[config.mk]
export PLATFORM = sky130hd
export DESIGN_NAME = uart_rx
export DESIGN_NICKNAME = d
export VERILOG_FILES = /design/src/rtl/uart_pkg.sv /design/src/rtl/uart_rx_fifo.sv /design/src/rtl/uart_rx.sv
export SDC_FILE = /design/constraint.sdc
export NUM_CORES = 1
export LEC_CHECK = 0
export BUFFER_PORTS_ARGS = -buffer_cell sky130_fd_sc_hd__buf_4
export CAP_MARGIN = 20
export CORE_MARGIN = 2
export CORE_UTILIZATION = 30
export CTS_BUF_LIST = sky130_fd_sc_hd__clkbuf_8
export CTS_CLUSTER_SIZE = 20
export DETAILED_ROUTE_END_ITERATION = 10
export SYNTH_ARGS = -nofsm -noshare
export SYNTH_HDL_FRONTEND = slang
export SYNTH_SLANG_ARGS = --single-unit
export TNS_END_PERCENT = 10
[constraint.sdc]
create_clock -name clk -period 4.1 [get_ports clk]
set_input_delay 0.82 -clock clk [delete_from_list [all_inputs] [get_ports clk]]
set_output_delay 0.82 -clock clk [all_outputs]
set_load 0.01 [all_outputs]
[src/rtl/uart_pkg.sv]
// ----------------------------------------------------------------------------
// uart_pkg
// Shared definitions for the UART cores: receive FSM state encoding, the
// number of data bits per frame and the idle level of the serial line.
// ----------------------------------------------------------------------------
package uart_pkg;

  localparam int   UART_DATA_BITS  = 8;
  localparam logic UART_IDLE_LEVEL = 1'b1;

  // Receive FSM states.
  typedef enum logic [2:0] {
    ST_IDLE  = 3'd0,
    ST_START = 3'd1,
    ST_DATA  = 3'd2,
    ST_STOP  = 3'd3,
    ST_BREAK = 3'd4
  } rx_state_e;

endpackage : uart_pkg

[src/rtl/uart_rx_fifo.sv]
// ----------------------------------------------------------------------------
// uart_rx_fifo
// Small synchronous first-word-fall-through FIFO.
//   clk, rst_n         : clock, asynchronous active-low reset
//   i_push, i_push_data: write request and word
//   o_full             : no free entry (a push is still taken if a pop
//                        happens in the same cycle)
//   i_pop              : read request, ignored while empty
//   o_pop_data         : word at the head, valid whenever o_empty is low
//   o_empty            : no stored words
// Pointers carry one extra bit so that full and empty differ only in the MSB.
// ----------------------------------------------------------------------------
module uart_rx_fifo #(
  parameter int WIDTH = 8,
  parameter int LOG2  = 2
) (
  input  logic             clk,
  input  logic             rst_n,
  input  logic             i_push,
  input  logic [WIDTH-1:0] i_push_data,
  output logic             o_full,
  input  logic             i_pop,
  output logic [WIDTH-1:0] o_pop_data,
  output logic             o_empty
);

  localparam int DEPTH = 1 << LOG2;

  logic [WIDTH-1:0] r_mem [DEPTH];
  logic [LOG2:0]    r_wr_ptr;
  logic [LOG2:0]    r_rd_ptr;

  logic w_empty;
  logic w_full;
  logic w_do_pop;
  logic w_do_push;

  assign w_empty = (r_wr_ptr == r_rd_ptr);
  assign w_full  = (r_wr_ptr[LOG2] != r_rd_ptr[LOG2]) &&
                   (r_wr_ptr[LOG2-1:0] == r_rd_ptr[LOG2-1:0]);

  // A pop frees the head slot in the same edge, so a full FIFO can still
  // accept a write when it is being read.
  assign w_do_pop  = i_pop && !w_empty;
  assign w_do_push = i_push && (!w_full || w_do_pop);

  always_ff @(posedge clk or negedge rst_n) begin
    if (!rst_n) begin
      r_wr_ptr <= '0;
      r_rd_ptr <= '0;
    end else begin
      if (w_do_push) r_wr_ptr <= r_wr_ptr + (LOG2 + 1)'(1);
      if (w_do_pop)  r_rd_ptr <= r_rd_ptr + (LOG2 + 1)'(1);
    end
  end

  // Storage is cleared on reset so no stale word can appear at the head.
  always_ff @(posedge clk or negedge rst_n) begin
    if (!rst_n) begin
      for (int i = 0; i < DEPTH; i++) r_mem[i] <= '0;
    end else if (w_do_push) begin
      r_mem[r_wr_ptr[LOG2-1:0]] <= i_push_data;
    end
  end

  assign o_pop_data = r_mem[r_rd_ptr[LOG2-1:0]];
  assign o_empty    = w_empty;
  assign o_full     = w_full;

endmodule : uart_rx_fifo

[src/rtl/uart_rx.sv]
// ----------------------------------------------------------------------------
// uart_rx
// 8N1 UART receiver with a small receive FIFO and a valid/ack output stream.
//   clk       : system clock
//   rst_n     : asynchronous active-low reset
//   rx        : serial input, asynchronous to clk, idle high
//   div       : baud divider, bit period = div+2 clk cycles (hold stable
//               while a frame is in progress)
//   data      : byte at the FIFO head, LSB received first
//   valid     : data holds an unread byte
//   ack       : pop the head byte (ignored while valid is low)
//   overflow  : one-cycle pulse when a good byte was dropped (FIFO full)
//   frame_err : one-cycle pulse when the stop bit was sampled low
// ----------------------------------------------------------------------------
module uart_rx
  import uart_pkg::*;
#(
  parameter int DIV_WIDTH = 8,
  parameter int FIFO_LOG2 = 2
) (
  input  logic                      clk,
  input  logic                      rst_n,
  input  logic                      rx,
  input  logic [DIV_WIDTH-1:0]      div,
  output logic [UART_DATA_BITS-1:0] data,
  output logic                      valid,
  input  logic                      ack,
  output logic                      overflow,
  output logic                      frame_err
);

  localparam int CNT_W     = DIV_WIDTH + 1;
  localparam int BIT_CNT_W = $clog2(UART_DATA_BITS);

  // --------------------------------------------------------------------------
  // Input synchroniser, preset to the idle level so a line held low during
  // reset is not taken as a start bit.
  // --------------------------------------------------------------------------
  logic r_rx_meta;
  logic r_rx_sync;
  logic w_rs;

  always_ff @(posedge clk or negedge rst_n) begin
    if (!rst_n) begin
      r_rx_meta <= UART_IDLE_LEVEL;
      r_rx_sync <= UART_IDLE_LEVEL;
    end else begin
      r_rx_meta <= rx;
      r_rx_sync <= r_rx_meta;
    end
  end

  assign w_rs = r_rx_sync;

  // --------------------------------------------------------------------------
  // Baud counter. One extra bit lets the counter step from 0 to -1; the MSB
  // then marks the tick, L+2 cycles after a load of L. Once at -1 it holds,
  // so an idle receiver never wraps.
  // --------------------------------------------------------------------------
  logic [CNT_W-1:0] r_baud_cnt;
  logic             w_tick;
  logic             w_load_full;
  logic             w_load_half;

  assign w_tick = r_baud_cnt[CNT_W-1];

  always_ff @(posedge clk or negedge rst_n) begin
    if (!rst_n) begin
      r_baud_cnt <= '1;
    end else if (w_load_full) begin
      r_baud_cnt <= {1'b0, div};
    end else if (w_load_half) begin
      r_baud_cnt <= {1'b0, div >> 1};
    end else if (!w_tick) begin
      r_baud_cnt <= r_baud_cnt - CNT_W'(1);
    end
  end

  // --------------------------------------------------------------------------
  // Receive FSM
  // --------------------------------------------------------------------------
  rx_state_e r_state;
  rx_state_e w_state_next;

  logic [BIT_CNT_W-1:0]      r_bit_cnt;
  logic [UART_DATA_BITS-1:0] r_shift;
  logic                      w_last_bit;
  logic                      w_shift_en;
  logic                      w_clr_bits;
  logic                      w_push;
  logic                      w_frame_err;

  assign w_last_bit = (r_bit_cnt == BIT_CNT_W'(UART_DATA_BITS - 1));

  always_ff @(posedge clk or negedge rst_n) begin
    if (!rst_n) begin
      r_state <= ST_IDLE;
    end else begin
      r_state <= w_state_next;
    end
  end

  always_comb begin
    w_state_next = r_state;
    w_load_full  = 1'b0;
    w_load_half  = 1'b0;
    w_shift_en   = 1'b0;
    w_clr_bits   = 1'b0;
    w_push       = 1'b0;
    w_frame_err  = 1'b0;

    unique case (r_state)
      ST_IDLE: begin
        if (w_rs != UART_IDLE_LEVEL) begin
          w_load_half  = 1'b1;
          w_state_next = ST_START;
        end
      end

      ST_START: begin
        if (w_tick) begin
          if (w_rs == UART_IDLE_LEVEL) begin
            // Line back high at mid start bit: treat as a glitch.
            w_state_next = ST_IDLE;
          end else begin
            w_load_full  = 1'b1;
            w_clr_bits   = 1'b1;
            w_state_next = ST_DATA;
          end
        end
      end

      ST_DATA: begin
        if (w_tick) begin
          w_shift_en  = 1'b1;
          w_load_full = 1'b1;
          if (w_last_bit) w_state_next = ST_STOP;
        end
      end

      ST_STOP: begin
        if (w_tick) begin
          if (w_rs == UART_IDLE_LEVEL) begin
            w_push       = 1'b1;
            w_state_next = ST_IDLE;
          end else begin
            w_frame_err  = 1'b1;
            w_state_next = ST_BREAK;
          end
        end
      end

      ST_BREAK: begin
        // Hold off until the line returns high so a long low level is
        // reported once rather than as a stream of bad frames.
        if (w_rs == UART_IDLE_LEVEL) w_state_next = ST_IDLE;
      end

      default: begin
        w_state_next = ST_IDLE;
      end
    endcase
  end

  // Data bits arrive LSB first, so each sample enters at the MSB and the
  // register shifts right.
  always_ff @(posedge clk or negedge rst_n) begin
    if (!rst_n) begin
      r_bit_cnt <= '0;
      r_shift   <= '0;
    end else begin
      if (w_clr_bits) begin
        r_bit_cnt <= '0;
      end else if (w_shift_en) begin
        r_bit_cnt <= r_bit_cnt + BIT_CNT_W'(1);
      end
      if (w_shift_en) r_shift <= {w_rs, r_shift[UART_DATA_BITS-1:1]};
    end
  end

  // --------------------------------------------------------------------------
  // Receive FIFO and status pulses
  // --------------------------------------------------------------------------
  logic                      w_fifo_full;
  logic                      w_fifo_empty;
  logic [UART_DATA_BITS-1:0] w_fifo_data;
  logic                      w_pop;
  logic                      r_overflow;
  logic                      r_frame_err;

  assign w_pop = ack && !w_fifo_empty;

  uart_rx_fifo #(
    .WIDTH (UART_DATA_BITS),
    .LOG2  (FIFO_LOG2)
  ) u_fifo (
    .clk         (clk),
    .rst_n       (rst_n),
    .i_push      (w_push),
    .i_push_data (r_shift),
    .o_full      (w_fifo_full),
    .i_pop       (w_pop),
    .o_pop_data  (w_fifo_data),
    .o_empty     (w_fifo_empty)
  );

  // A byte is only lost when the FIFO is full and nothing is read in the
  // same cycle; a simultaneous pop makes room for it.
  always_ff @(posedge clk or negedge rst_n) begin
    if (!rst_n) begin
      r_overflow  <= 1'b0;
      r_frame_err <= 1'b0;
    end else begin
      r_overflow  <= w_push && w_fifo_full && !w_pop;
      r_frame_err <= w_frame_err;
    end
  end

  assign data      = w_fifo_data;
  assign valid     = !w_fifo_empty;
  assign overflow  = r_overflow;
  assign frame_err = r_frame_err;

endmodule : uart_rx

* Word-level counts from Yosys, hierarchy flattened
Cells that the tools add are included. Widths: inputs -> output; s select.
Storage, ports and cells: word-level logic and storage cells 84, memory bits (writable) 0, register bits after elaboration 65, memories 0, bits in read-only memories 0, bits in latches 0, input port bits 12
Cells by class: magnitude comparators 3, multipliers 0, mux-type cells 31, reductions and logical operators 14, divide/modulo/power cells 0, add/subtract/negate cells 4, shift operators 0, equality and inequality tests 15, bitwise operators 2
Operators with widths (number):
- $bwmux 32 | 1
- $mux 3 | 9
- $mux 9 | 3
- $mux 8 | 3
- $bmux 8 s2 | 1
- $demux 8 s2 | 1
- $pmux 3 s5 | 1
- $ne 2x2->1 const B | 6
- $mux 1 | 10
- $add 3x1->3 const B | 3
- $sub 9x1->9 const B | 1
- $logic_and 1x1->1 | 7
- $eq 3x2->1 const B | 2
- $eq 3x3->1 const B | 2
- $ge 3x3->1 const B | 2
- $not 2->3 | 2
- $reduce_and 6->1 | 1
- $eq 3x1->1 const B | 1
- $eq 3x3->1 | 1
- $logic_not 1->1 | 3
- $logic_not 3->1 | 1
- $lt 3x1->1 const B | 1
- $ne 3x1->1 const B | 1
- $eq 2x2->1 | 1
- other kinds (5) | 5

* Depth between registers and ports, before layout
Gate-level depths: netlist of the first run.
depth after elaboration 6, gate-level depth with buffers 6, gate-level depth less buffers 6

* Modules after synthesis
A second synthesis of the first run with hierarchy kept.
Second synthesis, totals: cells, all modules 252, area total of the unflattened synthesis 3382.0 sq um
By module, submodules not included:
- uart_rx_fifo | area each 1955.6 sq um, instances 1, cells an instance 118
- uart_rx | area each 1426.4 sq um, instances 1, cells an instance 134

* Worst setup path before layout of the first run
Ideal clock, no wire load.
kind register -> output, start register u_fifo.r_rd_ptr[0], end output data[0], arrival time 1.101 ns, stages on the path, launching flop included 3, data required time 3.280 ns, path buffers 1, setup slack 2.179 ns, cell sequence dfrtp_1 > buf_6 > mux4_1
Between the ends: word-level cells in the longest chain between the ends 4
RTL lines:
- start: declaration | line uart_rx_fifo.sv:31 | logic [LOG2:0] r_rd_ptr;
- start signal: assignment | line uart_rx_fifo.sv:53 | if (w_do_pop) r_rd_ptr <= r_rd_ptr + (LOG2 + 1)'(1);
- $not 2->3 (not written as such) | line uart_rx_fifo.sv:66 | assign o_pop_data = r_mem[r_rd_ptr[LOG2-1:0]];
- $bmux 8 s2 | line uart_rx_fifo.sv:66
- $mux 8 (not written as such) (2 in series) | line uart_rx_fifo.sv:66
- end: declaration | line uart_rx.sv:25 | output logic [UART_DATA_BITS-1:0] data,
Every way passes these cells. The select of a mux whose other input is x is not followed.

* Worst setup path in the final report of the first run
start register u_fifo.r_rd_ptr[0], end output data[1]
The elaborated chain is that of the path after synthesis.

==> summary.txt, run 1 <==
Worst hold path
  • Worst Hold Class: reg2reg

Synth
  • Post-synthesis cell count: 259
  • Async S/R FF share, synth: 100%
  • Yosys top cell area share: 41.1%
  • Sequential fraction of the synthesis area: 49.9%
  • XOR/XNOR Fraction of Synth Area: 1.87%
  • Synthesized area per cell: 12.7 um^2
  • Yosys reg bits: 65
  • Synth area leader: dfrtp_1
  • Count leader, synth: dfrtp_1
  • Synth Area in Compound Gates: 10.7%
  • Distinct cells, synth: 46
  • Synth area leaders: dfrtp_1 (41%), mux2_2 (15%), dfstp_2 (8.8%), mux4_1 (4.8%), ha_1 (3.0%)
  • Post-synth top cells: dfrtp_1 (54), mux2_2 (43), nand2_1 (13), a21oi_1 (12), nor2_1 (12)
  • Mux cell area share after synthesis: 21.5%
  • Adder-cell share of the synthesized area: 3.05%
  • Post-Syn Nets: 279
  • Post-Synthesis Cell Area: 3290 um^2
  • Simple-gate area share of the yosys netlist: 9.98%
  • Synth Warn #: 0
  • Primary FF master, synth: dfrtp_1
  • Largest family of logic cells by synthesized area: multiplexers
  • EDFF count, synth: 0

CTS
  • CTS Sinks: 65
  • PostCTS Resize Cnt: 0
  • CTS Root Cell: clkbuf_8
  • H-tree depth: 3
  • CTS tree: yes
  • Post-CTS Hold Buffers: 0
  • Worst-Skew Late Latency: 0.34 ns
  • Clk pin slew, worst setup/hold paths: 0.08 ns
  • CTS max path bufs: 2
  • CTS Buf Count: 9
  • Post-CTS setup buffer count: 0

Global route
  • Busiest grt layer: met2
  • GRT met1 Usage: 16.0%
  • Remaining Overflow, GRT: 0
  • Initial antenna violation count: 0
  • Routing usage on met3: 3.29%
  • Met2 Resource Use GR: 17.9%
  • Vias in the first global route: 2,122
  • First-pass GRT wire length: 10,800 um
  • GR Util All Layers: 11.9%
  • Largest net degree at the start of global routing: 66

Power and ir drop
  • Maximum VDD drop: 0.000189 V
  • P_sw: 0.650 mW
  • Sequential cell fraction of total power: 43.2%
  • Power per cell area: 537 nW/um^2
  • Clock Power Share: 31.9%
  • Leakage: 1.74 nW
  • Total power: 2.06 mW
  • Comb pwr share: 24.9%
  • Internal power: 1.41 mW
  • Switching share of power: 31.6%

Timing
  • Period utilization: 67.6%
  • FMAX: 361 MHz
  • Setup TNS: 0 ns
  • Clock Skews: 0.00870 ns
  • Max-slew violation count: 0
  • Worst slew pin tran: 0.810 ns
  • Final min period: 2.77 ns
  • Final Hold Fails: 0
  • Final setup fails: 0
  • Unrepaired setup endpoints after global routing: false
  • Setup WS post-layout: 1.33 ns
  • Worst slew margin: 45.8%

Floorplan
  • Core Footprint: 10,700 um^2
  • Die H: 109 um
  • Num rows: 38
  • Initial Util: 30.6%
  • Ports: 23
  • Die Footprint: 11,800 um^2
  • DIE WIDTH: 109 um

Setup path
  • Critical Path Stages: 2
  • CP Launch Point: u_fifo.r_rd_ptr[0]
  • CP max FO: 11
  • RR Startpoint: r_baud_cnt[8]
  • Crit path max-delay cell type: dfrtp_1
  • Worst EP required: 3.28 ns
  • Worst path buffer plus inverter count: 1
  • Worst setup EP type: output port
  • Reg2reg end: u_fifo.r_mem[20]
  • Crit start category: register
  • Slowest cell delay on critical path: 0.75 ns
  • Data arrival, critical path: 1.95 ns
  • Worst path cell trace: mux4_1, buf_4
  • Crit path max-delay family: flip-flops
  • FF-to-FF path depth: 4
  • Crit Path Class: reg2out
  • Critical path destination: data[1]
  • Reg2Reg Setup Slack: 1.63 ns

Detailed routing
  • Routed via count: 2,137
  • Total wire length: 6440 um
  • Vias per Instance: 4.99
  • Antenna Nets Post-Route: 0
  • Drt drc: 0
  • TritonRoute pass-1 iters: 4
  • Initial drt markers: 158
  • Wirelength per Cell: 15.0 um

Layout
  • Area added between synthesis and finish: 16.6%
  • Nets: 303
  • Filler cell count: 1,066
  • Proportion of layout cells with a drive suffix above 1: 37.5%
  • # diodes: 0

Place
  • Number of port buffers: 22
  • Setup Slack @ Placement: 1.61 ns
  • Final Wtd Congestion: 0.818
  • Hpwl dp: 4320 um

Run
  • Max_cap viols: 0

Status
  • Status: complete, no violations
-- cells by family after synthesis --
group                      count (synthesis)
buffers and inverters                     21
xor gates and xnor gates                   7
muxes                                     53
AOI/OAI and AO/OA                         49
adders and majority gates                  8
and+or+nand+nor                           56
DFF                                       65
-- how the worst min path moves through the flow --
stage / startpoint / to / slack, ns / cells past startpoint
after floorplan: r_rx_meta / r_rx_sync / 0.35 / 0
after global placement: r_rx_meta / r_rx_sync / 0.35 / 0
after detailed placement: r_rx_meta / r_rx_sync / 0.35 / 0
after CTS: r_rx_meta / r_rx_sync / 0.36 / 0
after global routing: r_rx_meta / r_rx_sync / 0.36 / 0
final: r_rx_meta / r_rx_sync / 0.36 / 0
-- layout make-up --
cell class / count / area, um^2 / area share (%)
Sequential cell: 65 / 1640 / 42.8
Multi-Input combinational cell: 173 / 1550 / 40.4
Timing Repair Buffer: 26 / 195 / 5.09
Tap cell: 140 / 175 / 4.57
Clock buffer: 9 / 124 / 3.23
Clock inverter: 7 / 119 / 3.10
Inverter: 8 / 30.0 / 0.784
-- cells in the final DEF, fill, tap and decap left out, types with 2 or more instances in the layout --
cell        n
dfrtp_1    54
mux2_2     43
buf_4      26
nand2_1    13
nor2_1     12
a21oi_1    12
dfstp_2    11
inv_1       9
clkbuf_8    9
ha_1        8
mux4_1      6
o21ai_0     6
nand3_1     6
or3b_2      5
o311ai_0    5
xor2_1      4
nor3_1      4
a211oi_1    4
xnor2_1     3
nor2b_1     3
a22o_1      3
nor3b_2     3
o31ai_1     3
o311a_1     3
a221o_1     3
bufinv_16   3
mux4_2      2
nor4_1      2
mux2i_1     2
nor3b_1     2
a31oi_1     2
o221ai_1    2
-- per-stage QoR --
step           area, um^2  hold slack (ns)  util, %  std cells
2_1_floorplan        3290            0.345        -        259
3_3_place_gp         3590            0.345     33.4        412
3_5_place_dp         3590            0.347     33.4        412
4_1_cts              3830            0.357     35.7        428
5_1_grt              3830            0.358     35.7        428
6_report             3830            0.356     35.7        428
-- routing by layer --
metal  routed length, um  vias up
met5                   0        -
met4                 113        0
li1                    -     1026
met2                3000       29
met3                 206        8
met1                3110     1074
-- state kept, by name (all words and copies together), names as in the netlist, 3 cells and up --
signal,cells
u_fifo.r_mem,32
u_fifo.r_wr_ptr,3
u_fifo.r_rd_ptr,3
r_shift,8
r_bit_cnt,3
r_state,3
r_baud_cnt,9
-- power groups by stage --
stage,clock network (mW),registers (mW),logic [mW]
finish,0.656,0.890,0.511
global route,0.702,0.914,0.579
floorplan,0,0.822,0.461
detailed placement,0,0.900,0.508
global placement,0,0.901,0.498
CTS,0.679,0.889,0.514
No activity file was read; power rests on OpenSTA's default activity.
==> run 2: changes to the inputs <==
==> constraint.sdc (replaced) <==
create_clock -name clk -period 2.37 [get_ports clk]
set_input_delay 0.474 -clock clk [delete_from_list [all_inputs] [get_ports clk]]
set_output_delay 0.474 -clock clk [all_outputs]
set_load 0.01 [all_outputs]
==> run 2 against run 1 <==
  * Die area unchanged
  * Via count increased by 3.1%
  * First-iteration DRC count shrank 39%
  * Combinational power grew 100%
  * Critical path type unchanged
==> summary.txt, run 2 (same netlist as run 1, synthesis figures left out) <==
Detailed routing
  • Initial drt markers: 96
  • Vias per Instance: 5.02
  • Wirelength per Cell: 14.8 um
  • TritonRoute pass-1 iters: 4
  • Antenna Nets Post-Route: 0
  • Drt drc: 0
  • Total wire length: 6510 um
  • Routed via count: 2,204

Global route
  • Initial antenna violation count: 0
  • First-pass GRT wire length: 11,200 um
  • Vias in the first global route: 2,232
  • Remaining Overflow, GRT: 0
  • GR Util All Layers: 12.2%
  • Largest net degree at the start of global routing: 30

Layout
  • Nets: 314
  • Largest regs: u_fifo.r_mem (32), r_baud_cnt (9), r_shift (8)
  • Biggest register: u_fifo.r_mem
  • Proportion of layout cells with a drive suffix above 1: 40.1%
  • # diodes: 0
  • Commonest non-fill, non-tap cell in the layout: dfrtp_1
  • Most frequent cells in the layout: dfrtp_1 (54), mux2_2 (43), buf_4 (37)
  • Post-layout util: 36.0%
  • Filler cell count: 1,069
  • Area added between synthesis and finish: 17.9%
  • Max FFs per register: 32

CTS
  • CTS tree: yes
  • Clk pin slew, worst setup/hold paths: 0.08 ns
  • H-tree depth: 3
  • CTS Root Cell: clkbuf_8
  • PostCTS Resize Cnt: 0
  • CTS max path bufs: 2
  • Worst-Skew Late Latency: 0.33 ns
  • Post-CTS Hold Buffers: 0
  • CTS Sinks: 65
  • Post-CTS setup buffer count: 0
  • CTS Buf Count: 9

Floorplan
  • DIE WIDTH: 109 um
  • Ports: 23
  • Num rows: 38
  • Die Footprint: 11,800 um^2
  • Core Footprint: 10,700 um^2
  • Initial Util: 30.6%
  • Die H: 109 um

Place
  • Final Wtd Congestion: 0.767
  • Hpwl dp: 4500 um
  • Number of port buffers: 22

Setup path
  • Data arrival, critical path: 1.71 ns
  • Crit start category: register
  • CP max FO: 10
  • Most used cell, CP: buf_4
  • Reg2reg end: u_fifo.r_mem[10]
  • FF-to-FF path depth: 4
  • Worst setup EP type: output port
  • Slowest cell delay on critical path: 0.60 ns
  • Worst path cell trace: buf_4, mux4_1, buf_4
  • RR Startpoint: r_baud_cnt[8]
  • Reg2Reg Setup Slack: 0.23 ns
  • Worst EP required: 1.90 ns
  • Crit Path Class: reg2out
  • Crit path max-delay cell type: mux4_1

Timing
  • Final setup fails: 0
  • Final min period: 2.18 ns
  • Setup TNS: 0 ns
  • Worst slew margin: 49.9%
  • Unrepaired setup endpoints after global routing: false
  • Period utilization: 92.0%
  • Worst slew pin tran: 0.748 ns
  • Max-slew violation count: 0
  • Clock Skews: 0.00937 ns
  • FMAX: 458 MHz
  • Final Hold Fails: 0

Power and ir drop
  • Maximum VDD drop: 0.000496 V
  • Total power: 3.41 mW
  • Power per cell area: 881 nW/um^2
  • Leakage: 1.78 nW

Worst hold path
  • Worst Hold Class: in2async

Status
  • Status: complete, no violations

Run
  • Max_cap viols: 0
## run 2: worst max-delay path by stage
stage,start,to,cells after the start
after floorplan,u_fifo.r_rd_ptr[1],u_fifo.r_mem[10],5
after global placement,r_baud_cnt[8],u_fifo.r_mem[11],4
after detailed placement,u_fifo.r_wr_ptr[2],u_fifo.r_mem[16],4
after CTS,u_fifo.r_rd_ptr[0],data[1],3
after global routing,u_fifo.r_rd_ptr[0],data[1],3
final,u_fifo.r_rd_ptr[0],data[1],3
## run 2: critical path: cells and delay by family (launching register included)
family	cells	cell delay [ns]
DFF	1	0.36
buffers and inverters	2	0.41
muxes	1	0.60
## run 2: power by group
group	switching (mW)	internal, mW
Sequential	0.124	1.30
Combinational	0.568	0.468
Clock	0.453	0.494
## run 2: through the flow
step                      setup slack (ns)  instance area (um^2)  hold slack, ns  cells
final                                0.189                  3870          0.0508    439
after global routing                 0.103                  3870          0.0549    439
after CTS                            0.163                  3870          0.0500    439
after detailed placement             0.234                  3670           0.347    423
after global placement               0.283                  3670           0.347    423
after floorplan                      0.526                  3290           0.178    259
## run 2: final cells by class
cell class	instances	area, um^2	area share, %
clock buffer	9	124	3.20
clock inverter	7	77.6	2.00
inverter	8	30.0	0.775
multi-input combinational	173	1550	40.0
sequential	65	1640	42.4
tap	140	175	4.52
timing repair buffer	37	278	7.17
## run 2: layer usage
layer	GRT usage, %	wire, um	share of wire [%]
met1	16.9	3100	48
met2	18.8	3160	49
met3	2.69	169	2.6
met4	4.30	81	1.2
met5	0	0	0
